<file path="src/rtl/bus_source_encoder.sv">
// Registered bus-select encoder: turns one-hot drive strobes into the mux select code,
// with fixed-priority arbitration, conflict flagging/counting, freeze and a debug code.
//
// state  | meaning
// IDLE   | no source on the bus, select = 0
// DRIVE  | a source (or the debug code) owns the bus, reloaded every cycle
// FROZEN | select/grant held while bus_hold is high, requests ignored
module bus_source_encoder #(
  parameter int N_SRC      = 25,
  parameter int SEL_W      = 5,
  parameter int DEBUG_CODE = 31,
  parameter int CNT_W      = 8
) (
  input  logic             clk,
  input  logic             reset_n,
  input  logic [N_SRC-1:0] drive_req,
  input  logic             debug_req,
  input  logic             bus_hold,
  output logic [SEL_W-1:0] select,
  output logic [N_SRC-1:0] grant,
  output logic             bus_valid,
  output logic             conflict,
  output logic [CNT_W-1:0] conflict_count
);

  if (N_SRC + 1 >= DEBUG_CODE) begin : g_bad_debug_code
    $error("bus_source_encoder: DEBUG_CODE must exceed N_SRC+1");
  end
  if ((1 << SEL_W) <= DEBUG_CODE) begin : g_bad_sel_w
    $error("bus_source_encoder: SEL_W too narrow for DEBUG_CODE");
  end

  typedef enum logic [1:0] {IDLE, DRIVE, FROZEN} state_t;

  state_t             state_q, state_d;
  logic [SEL_W-1:0]   sel_d;
  logic [N_SRC-1:0]   grant_d;
  logic               conflict_d;
  logic [CNT_W-1:0]   count_d;
  logic [N_SRC:0]     all_req;
  logic               any_req;
  logic               multi_req;

  assign all_req   = {drive_req, debug_req};
  assign any_req   = |all_req;
  // Clearing the lowest set bit leaves something only if two or more requests are up.
  assign multi_req = |(all_req & (all_req - (N_SRC+1)'(1)));

  always_ff @(posedge clk) begin
    if (!reset_n) begin
      state_q        <= IDLE;
      select         <= '0;
      grant          <= '0;
      bus_valid      <= 1'b0;
      conflict       <= 1'b0;
      conflict_count <= '0;
    end else begin
      state_q        <= state_d;
      select         <= sel_d;
      grant          <= grant_d;
      bus_valid      <= (sel_d != '0);
      conflict       <= conflict_d;
      conflict_count <= count_d;
    end
  end

  always_comb begin
    state_d = state_q;
    if (bus_hold)
      state_d = FROZEN;
    else if (any_req)
      state_d = DRIVE;
    else
      state_d = IDLE;
  end

  always_comb begin
    sel_d      = select;
    grant_d    = grant;
    conflict_d = 1'b0;
    count_d    = conflict_count;
    if (!bus_hold) begin
      sel_d      = '0;
      grant_d    = '0;
      conflict_d = multi_req;
      if (debug_req) begin
        sel_d = SEL_W'(DEBUG_CODE);
      end else begin
        // Descending scan so the lowest set index is the last (winning) assignment.
        for (int k = N_SRC - 1; k >= 0; k--) begin
          if (drive_req[k]) begin
            sel_d   = SEL_W'(k + 1);
            grant_d = N_SRC'(1) << k;
          end
        end
      end
      if (multi_req && (conflict_count != '1))
        count_d = conflict_count + CNT_W'(1);
    end
  end

endmodule

</file>
<file path="config.mk">
export PLATFORM = sky130hd
export DESIGN_NAME = bus_source_encoder
export DESIGN_NICKNAME = d
export VERILOG_FILES = /design/src/rtl/bus_source_encoder.sv
export SDC_FILE = /design/constraint.sdc
export NUM_CORES = 1
export LEC_CHECK = 0
export CORE_ASPECT_RATIO = 1.2
export CORE_MARGIN = 8
export CORE_UTILIZATION = 36
export CTS_BUF_LIST = sky130_fd_sc_hd__clkbuf_4 sky130_fd_sc_hd__clkbuf_8
export CTS_CLUSTER_SIZE = 8
export DETAILED_ROUTE_END_ITERATION = 8
export PLACE_DENSITY = 0.67
export SYNTH_ARGS = -nofsm -noshare
export SYNTH_HDL_FRONTEND = slang
export SYNTH_SLANG_ARGS = --single-unit
</file>
<file path="constraint.sdc">
create_clock -name clk -period 6.1 [get_ports clk]
set_clock_uncertainty 0.05 [all_clocks]
set_input_delay 1.525 -clock clk [delete_from_list [all_inputs] [get_ports clk]]
set_output_delay 1.525 -clock clk [all_outputs]
set_load 0.1 [all_outputs]
</file>
==> flow_summary.toml, run 1 <==
[route]
detail-route-antenna-nets = 0
route.final.wire_length_um = 7137
detail_route.wl_per_cell_um = 16.18
vias = 2420
first_pass_iters = 4
via_per_inst = 5.488
drc = 0
drt_iter0_markers = 99

[layout]
drive_gt1_frac = 0.04494
num_antenna_cells = 0
area_delta_synth_final_pct = 34.75
nFillCells = 652
finalNetCount = 385

[timing]
finalHoldViolations = 0
max_freq_ghz = 0.2105
fin_ws_ps = 1349
period_needed_ps = 4751
finalCritPeriodShare = 0.7789
slew_viol_final = 0
tightest_slew_ps = 981.6
setup_viol_count_final = 0
setup-tns-final_ps = 0
rsz0062_at_grt = "false"
max_slew_margin = 0.3436
fin_worst_hold_slack_ps = 423.9

[grt]
grt_pass1_wl_um = 11950
antenna_found_initial = 0
grt-ovfl-total = 0
grt_max_degree = 43
grt_pass1_vias = 2397
grt.total_usage = 0.1593

[worst_setup_path]
worst-setup-path-type = "input port to flop"
path_cells = "clkdlybuf4s50_1 > nor4_2 > nand4b_1 > a221o_1 > nor4_2 > nand4b_1 > o31ai_4 > nor4_1 > mux2i_1"
setup.worst_path.start_class = "input port"
slowest_stage = "nor4_2"
critPathMaxFanout = 14
cpPeakStageDelay_ps = 810
crit_required_ps = 6220
worstPathArrival_ps = 4880
critPathCaptureType = "flop"

[logic_synthesis]
syn_area_per_cell_sq_um = 7.857
ys_ff_latch = 40
netlist_instances = 297
async_flop_share = 0
synth_ff_type = "dfxtp_1"
syn_nets = 327
ys_warn_count = 0
synth-edff-count = 0
synth_cell_types = 48
yosysSeqAreaShare = 0.3432
netlist_area_sq_um = 2333

[die]
start_util = 0.3665
chipHeight_um = 104.2
coreArea_sq_um = 6366
dieArea_sq_um = 9325
rows = 32
io_pins = 69
floorplan.die.width_um = 89.50

[clock_tree]
clk_latency_ps = 290
clock_path_buffers = 2
root_buffer = "clkbuf_8"
cts_made_buffers = 5
postCtsHoldBufs = 0
cts_tree = "yes"
clkTransAtPathRegs_ps = 80
cts_sinks = 40
cts_setup_buffers = 0
htree_levels = 2
ctsResizeCount = 0

[outcome]
status = "finished, final reports clean"

[pwr]
powerDensity_nw_per_um2 = 190.7
ir_drop_uv = 76.93
p_leak_nw = 0.9872
power.total_w = 0.0005997

[run]
maxCapViolations = 0

[placed_design]
dp_slack_ps = 1028
place_congestion = 0.8871
io_buffers = 68
dp_hpwl_um = 5427

[worst_hold_path]
hold_class = "flop to flop"
## cell families (layout without fill, tap and decap cells)
family	count (synthesis)	in the layout	synth area share
compound gates	82	82	0.2488
xor+xnor	1	1	0.003754
fa+ha+maj	1	1	0.005361
buf+inv	31	90	0.05737
flops	40	40	0.3432
mux	1	1	0.004290
simple gates	141	141	0.3373
## worst max-delay path, delay by kind of cell
| kind | cells | cell delay, ps |
|---|---|---|
| multiplexers | 1 | 140 |
| buffers and inverters | 1 | 570 |
| AND/OR/NAND/NOR | 5 | 1690 |
| AO/OA/AOI/OAI | 2 | 940 |
## cells in the final DEF (no fill, tap or decap), drive strengths merged, types with 10 or more instances in the layout
cell type	instances
nand2	28
o21ai	17
nor2b	15
nor2	26
nand3	12
a21boi	11
nor4	14
dfxtp	40
nor3	10
a21oi	13
clkdlybuf4s50	68
inv	12
## cell usage after synthesis (3+ instances only)
| master | number | area share |
|---|---|---|
| nor2b_1 | 15 | 0.040 |
| nor2_1 | 26 | 0.042 |
| a32oi_1 | 7 | 0.026 |
| a21oi_1 | 13 | 0.028 |
| and2_1 | 9 | 0.024 |
| or3_1 | 4 | 0.011 |
| o21ai_1 | 4 | 0.0086 |
| nor4_1 | 10 | 0.027 |
| nand4_1 | 7 | 0.019 |
| nand2b_1 | 4 | 0.011 |
| o21a_1 | 4 | 0.013 |
| o21ai_0 | 13 | 0.028 |
| nor3_1 | 10 | 0.021 |
| dfxtp_1 | 40 | 0.34 |
| nand2_1 | 28 | 0.045 |
| a22oi_1 | 4 | 0.013 |
| a21boi_1 | 4 | 0.013 |
| a21boi_0 | 7 | 0.023 |
| inv_1 | 12 | 0.019 |
| nand3_1 | 12 | 0.026 |
| nand4b_1 | 4 | 0.015 |
| or4_1 | 3 | 0.0097 |
| clkbuf_1 | 14 | 0.023 |
| o31a_1 | 7 | 0.026 |
| nor3b_1 | 3 | 0.0097 |
## where the power goes
part / switching [W] / total, W / internal, W
logic: 0.0000912 / 0.000136 / 0.0000450
clock network: 0.0000922 / 0.000193 / 0.000101
registers: 0.00000348 / 0.000270 / 0.000267
total: 0.000187 / 0.000600 / 0.000413
## registers in the layout, indices dropped and copies added (netlist names)
| register | count |
|---|---|
| bus_valid | 1 |
| conflict_count | 8 |
| select | 5 |
| conflict | 1 |
| grant | 25 |
## area by class of cell
cell class	instances	area [sq um]	share of cell area
clock buffer	8	97.59	0.03104
inverter	12	45.04	0.01433
multi-input combinational	226	1399	0.4449
sequential	40	800.8	0.2547
tap	85	106.4	0.03382
timing repair buffer	70	695.7	0.2212
## final timing paths
check | slack, ps | endpoint | from | depth (start not counted)
min reg2reg | 420 | grant[18] | grant[18] | 2
max | 1350 | conflict_count[7] | drive_req[1] | 9
min | 420 | grant[18] | grant[18] | 2
max reg2reg | 4290 | conflict_count[5] | conflict_count[0] | 6
## per-stage QoR
step | instances | util | instance area (sq um)
floorplan | 297 | - | 2333
global route | 441 | 0.4939 | 3144
finish | 441 | 0.4939 | 3144
CTS | 441 | 0.4939 | 3144
global placement | 433 | 0.4786 | 3047
detailed placement | 433 | 0.4786 | 3047
## routing by layer
metal	track usage	wire length, um
met1	0.2015	3063
met2	0.2611	3587
met3	0.02846	393
met4	0.05125	93
met5	0	0
No activity file was read; power rests on OpenSTA's default activity.
==> run 2, diff against run 1 <==
--- a/config.mk
+++ b/config.mk
@@ -11,7 +11,7 @@
 export CTS_BUF_LIST = sky130_fd_sc_hd__clkbuf_4 sky130_fd_sc_hd__clkbuf_8
 export CTS_CLUSTER_SIZE = 8
 export DETAILED_ROUTE_END_ITERATION = 8
-export PLACE_DENSITY = 0.67
+export PLACE_DENSITY = 0.69
 export SYNTH_ARGS = -nofsm -noshare
 export SYNTH_HDL_FRONTEND = slang
 export SYNTH_SLANG_ARGS = --single-unit
==> constraint.sdc (replaced) <==
create_clock -name clk -period 4.1 [get_ports clk]
set_clock_uncertainty 0.05 [all_clocks]
set_input_delay 1.025 -clock clk [delete_from_list [all_inputs] [get_ports clk]]
set_output_delay 1.025 -clock clk [all_outputs]
set_load 0.1 [all_outputs]
==> run 2 against run 1 <==
  * Sequential power grew 49%
  * Final area grew 5.5%
  * Power grew 51%
  * Global-route usage grew 0.40 points
  * Largest power group unchanged
==> flow_summary.toml, run 2 (same netlist as run 1, synthesis figures left out) <==
[pwr]
ir_drop_uv = 113.9
powerDensity_nw_per_um2 = 272.4
power_frac_clock = 0.312
p_leak_nw = 1.092
p_sw_w = 0.0002911
p_int_w = 0.0006124
seq_power_share = 0.445
power.total_w = 0.0009036
p_comb_frac = 0.243
power.share.switching = 0.3222

[layout]
nFillCells = 609
area_delta_synth_final_pct = 42.14
layout_common_cells = "clkdlybuf4s50_1, dfxtp_1, nand2_1"
finalNetCount = 408
largest_register_ffs = 25
final_util = 0.5210
largest_register = "grant"
final_common_cell = "clkdlybuf4s50_1"
reg_top3 = "grant: 25 flops, conflict_count: 8 flops, select: 5 flops"
num_antenna_cells = 0
drive_gt1_frac = 0.1029

[clock_tree]
clkTransAtPathRegs_ps = 80
cts_setup_buffers = 0
clk_latency_ps = 300
clock_path_buffers = 2
htree_levels = 2
cts_sinks = 40
cts_made_buffers = 5
cts_tree = "yes"
postCtsHoldBufs = 0
root_buffer = "clkbuf_8"
ctsResizeCount = 0

[grt]
grt-ovfl-total = 0
grt_pass1_wl_um = 12400
grt.total_usage = 0.1633
grt_pass1_vias = 2496
grt_max_degree = 25
antenna_found_initial = 0

[worst_setup_path]
critPathMaxFanout = 14
worst-path-buf-inv = 1
cp-startpoint = "drive_req[6]"
cpMostUsedCell = "nand4b_1"
path_cells = "clkdlybuf4s50_1 > nor4_4 > nand4b_1 > a221o_1 > nor4_2 > nand4b_1 > o31ai_4 > o21ai_1 > a21boi_1"
critical-path-top-delay-family = "compound AO/OA/AOI/OAI gates"
setup.worst_path.start_class = "input port"
cpPeakStageDelay_ps = 550
slowest_stage = "o31ai_4"
worstPathArrival_ps = 3890
critPathCaptureType = "flop"
worstReg2RegStart = "conflict_count[0]"
worst-setup-path-type = "input port to flop"
crit_required_ps = 4280

[timing]
rsz0062_at_grt = "false"
slew_viol_final = 0
setup_viol_count_final = 0
finalCritPeriodShare = 0.9065
max_slew_margin = 0.3373
setup-tns-final_ps = 0
finalHoldViolations = 0
tightest_slew_ps = 990.9
max_freq_ghz = 0.2690
period_needed_ps = 3717

[die]
io_pins = 69
chipHeight_um = 104.2
start_util = 0.3665
floorplan.die.width_um = 89.50
coreArea_sq_um = 6366
dieArea_sq_um = 9325
rows = 32

[outcome]
status = "finished, final reports clean"

[run]
maxCapViolations = 0

[route]
drc = 0
detail_route.wl_per_cell_um = 16.11
route.final.wire_length_um = 7473
detail-route-antenna-nets = 0
drt_iter0_markers = 202
first_pass_iters = 5
vias = 2563
via_per_inst = 5.524

[placed_design]
io_buffers = 68
place_congestion = 0.9637
dp_hpwl_um = 5827

[worst_hold_path]
hold_class = "flop to flop"
holdCritStartpoint = "grant[15]"
-- run 2: per-stage QoR --
| step | std cells | hold WS [ps] | area, sq um | setup slack, ps |
|---|---|---|---|---|
| finish | 464 | 422.5 | 3317 | 383.2 |
| global route | 464 | 453.4 | 3317 | 192.1 |
| CTS | 464 | 427.2 | 3317 | 393.8 |
| detailed placement | 456 | 416.1 | 3219 | 73.14 |
| global placement | 456 | 408.0 | 3219 | 148.2 |
| floorplan | 297 | 848.6 | 2333 | 685.9 |
-- run 2: final timing paths --
kind	endpoint	slack (ps)	cells past startpoint
worst max-delay path	conflict_count[3]	380	9
worst min-delay path	grant[15]	420	2
worst max register to register	conflict_count[5]	2320	6
worst min register to register	grant[15]	420	2
-- run 2: layout make-up --
type,instances,area (sq um),share of cell area
tap,85,106.4,0.03206
multi-input combinational,226,1399,0.4217
inverter,12,45.04,0.01358
clock buffer,6,82.58,0.02490
clock inverter,2,15.01,0.004527
sequential,40,800.8,0.2414
timing repair buffer,93,868.3,0.2618
-- run 2: power by group through the flow --
| stage | Sequential [W] | Combinational, W | Clock (W) |
|---|---|---|---|
| final | 0.000402 | 0.000220 | 0.000282 |
| after global routing | 0.000403 | 0.000231 | 0.000308 |
| after CTS | 0.000402 | 0.000218 | 0.000290 |
| after detailed placement | 0.000411 | 0.000218 | 0 |
| after global placement | 0.000411 | 0.000218 | 0 |
| after floorplan | 0.000470 | 0.0000703 | 0 |
-- run 2: worst reg2reg max path: cells and delay by family (launching register included) --
family,cells,cell delay (ps)
and+or+nand+nor,2,610
AOI/OAI and AO/OA,3,470
DFF,1,350
adders and majority gates,1,260
-- run 2: per-layer routing --
metal / GRT usage / vias up / routed length [um] / share of wire
met5: 0 / - / 0 / 0
met4: 0.05602 / 0 / 129 / 0.017
met3: 0.03083 / 12 / 482 / 0.064
met2: 0.2718 / 105 / 3650 / 0.49
met1: 0.2006 / 1195 / 3210 / 0.43
li1: - / 1251 / - / -
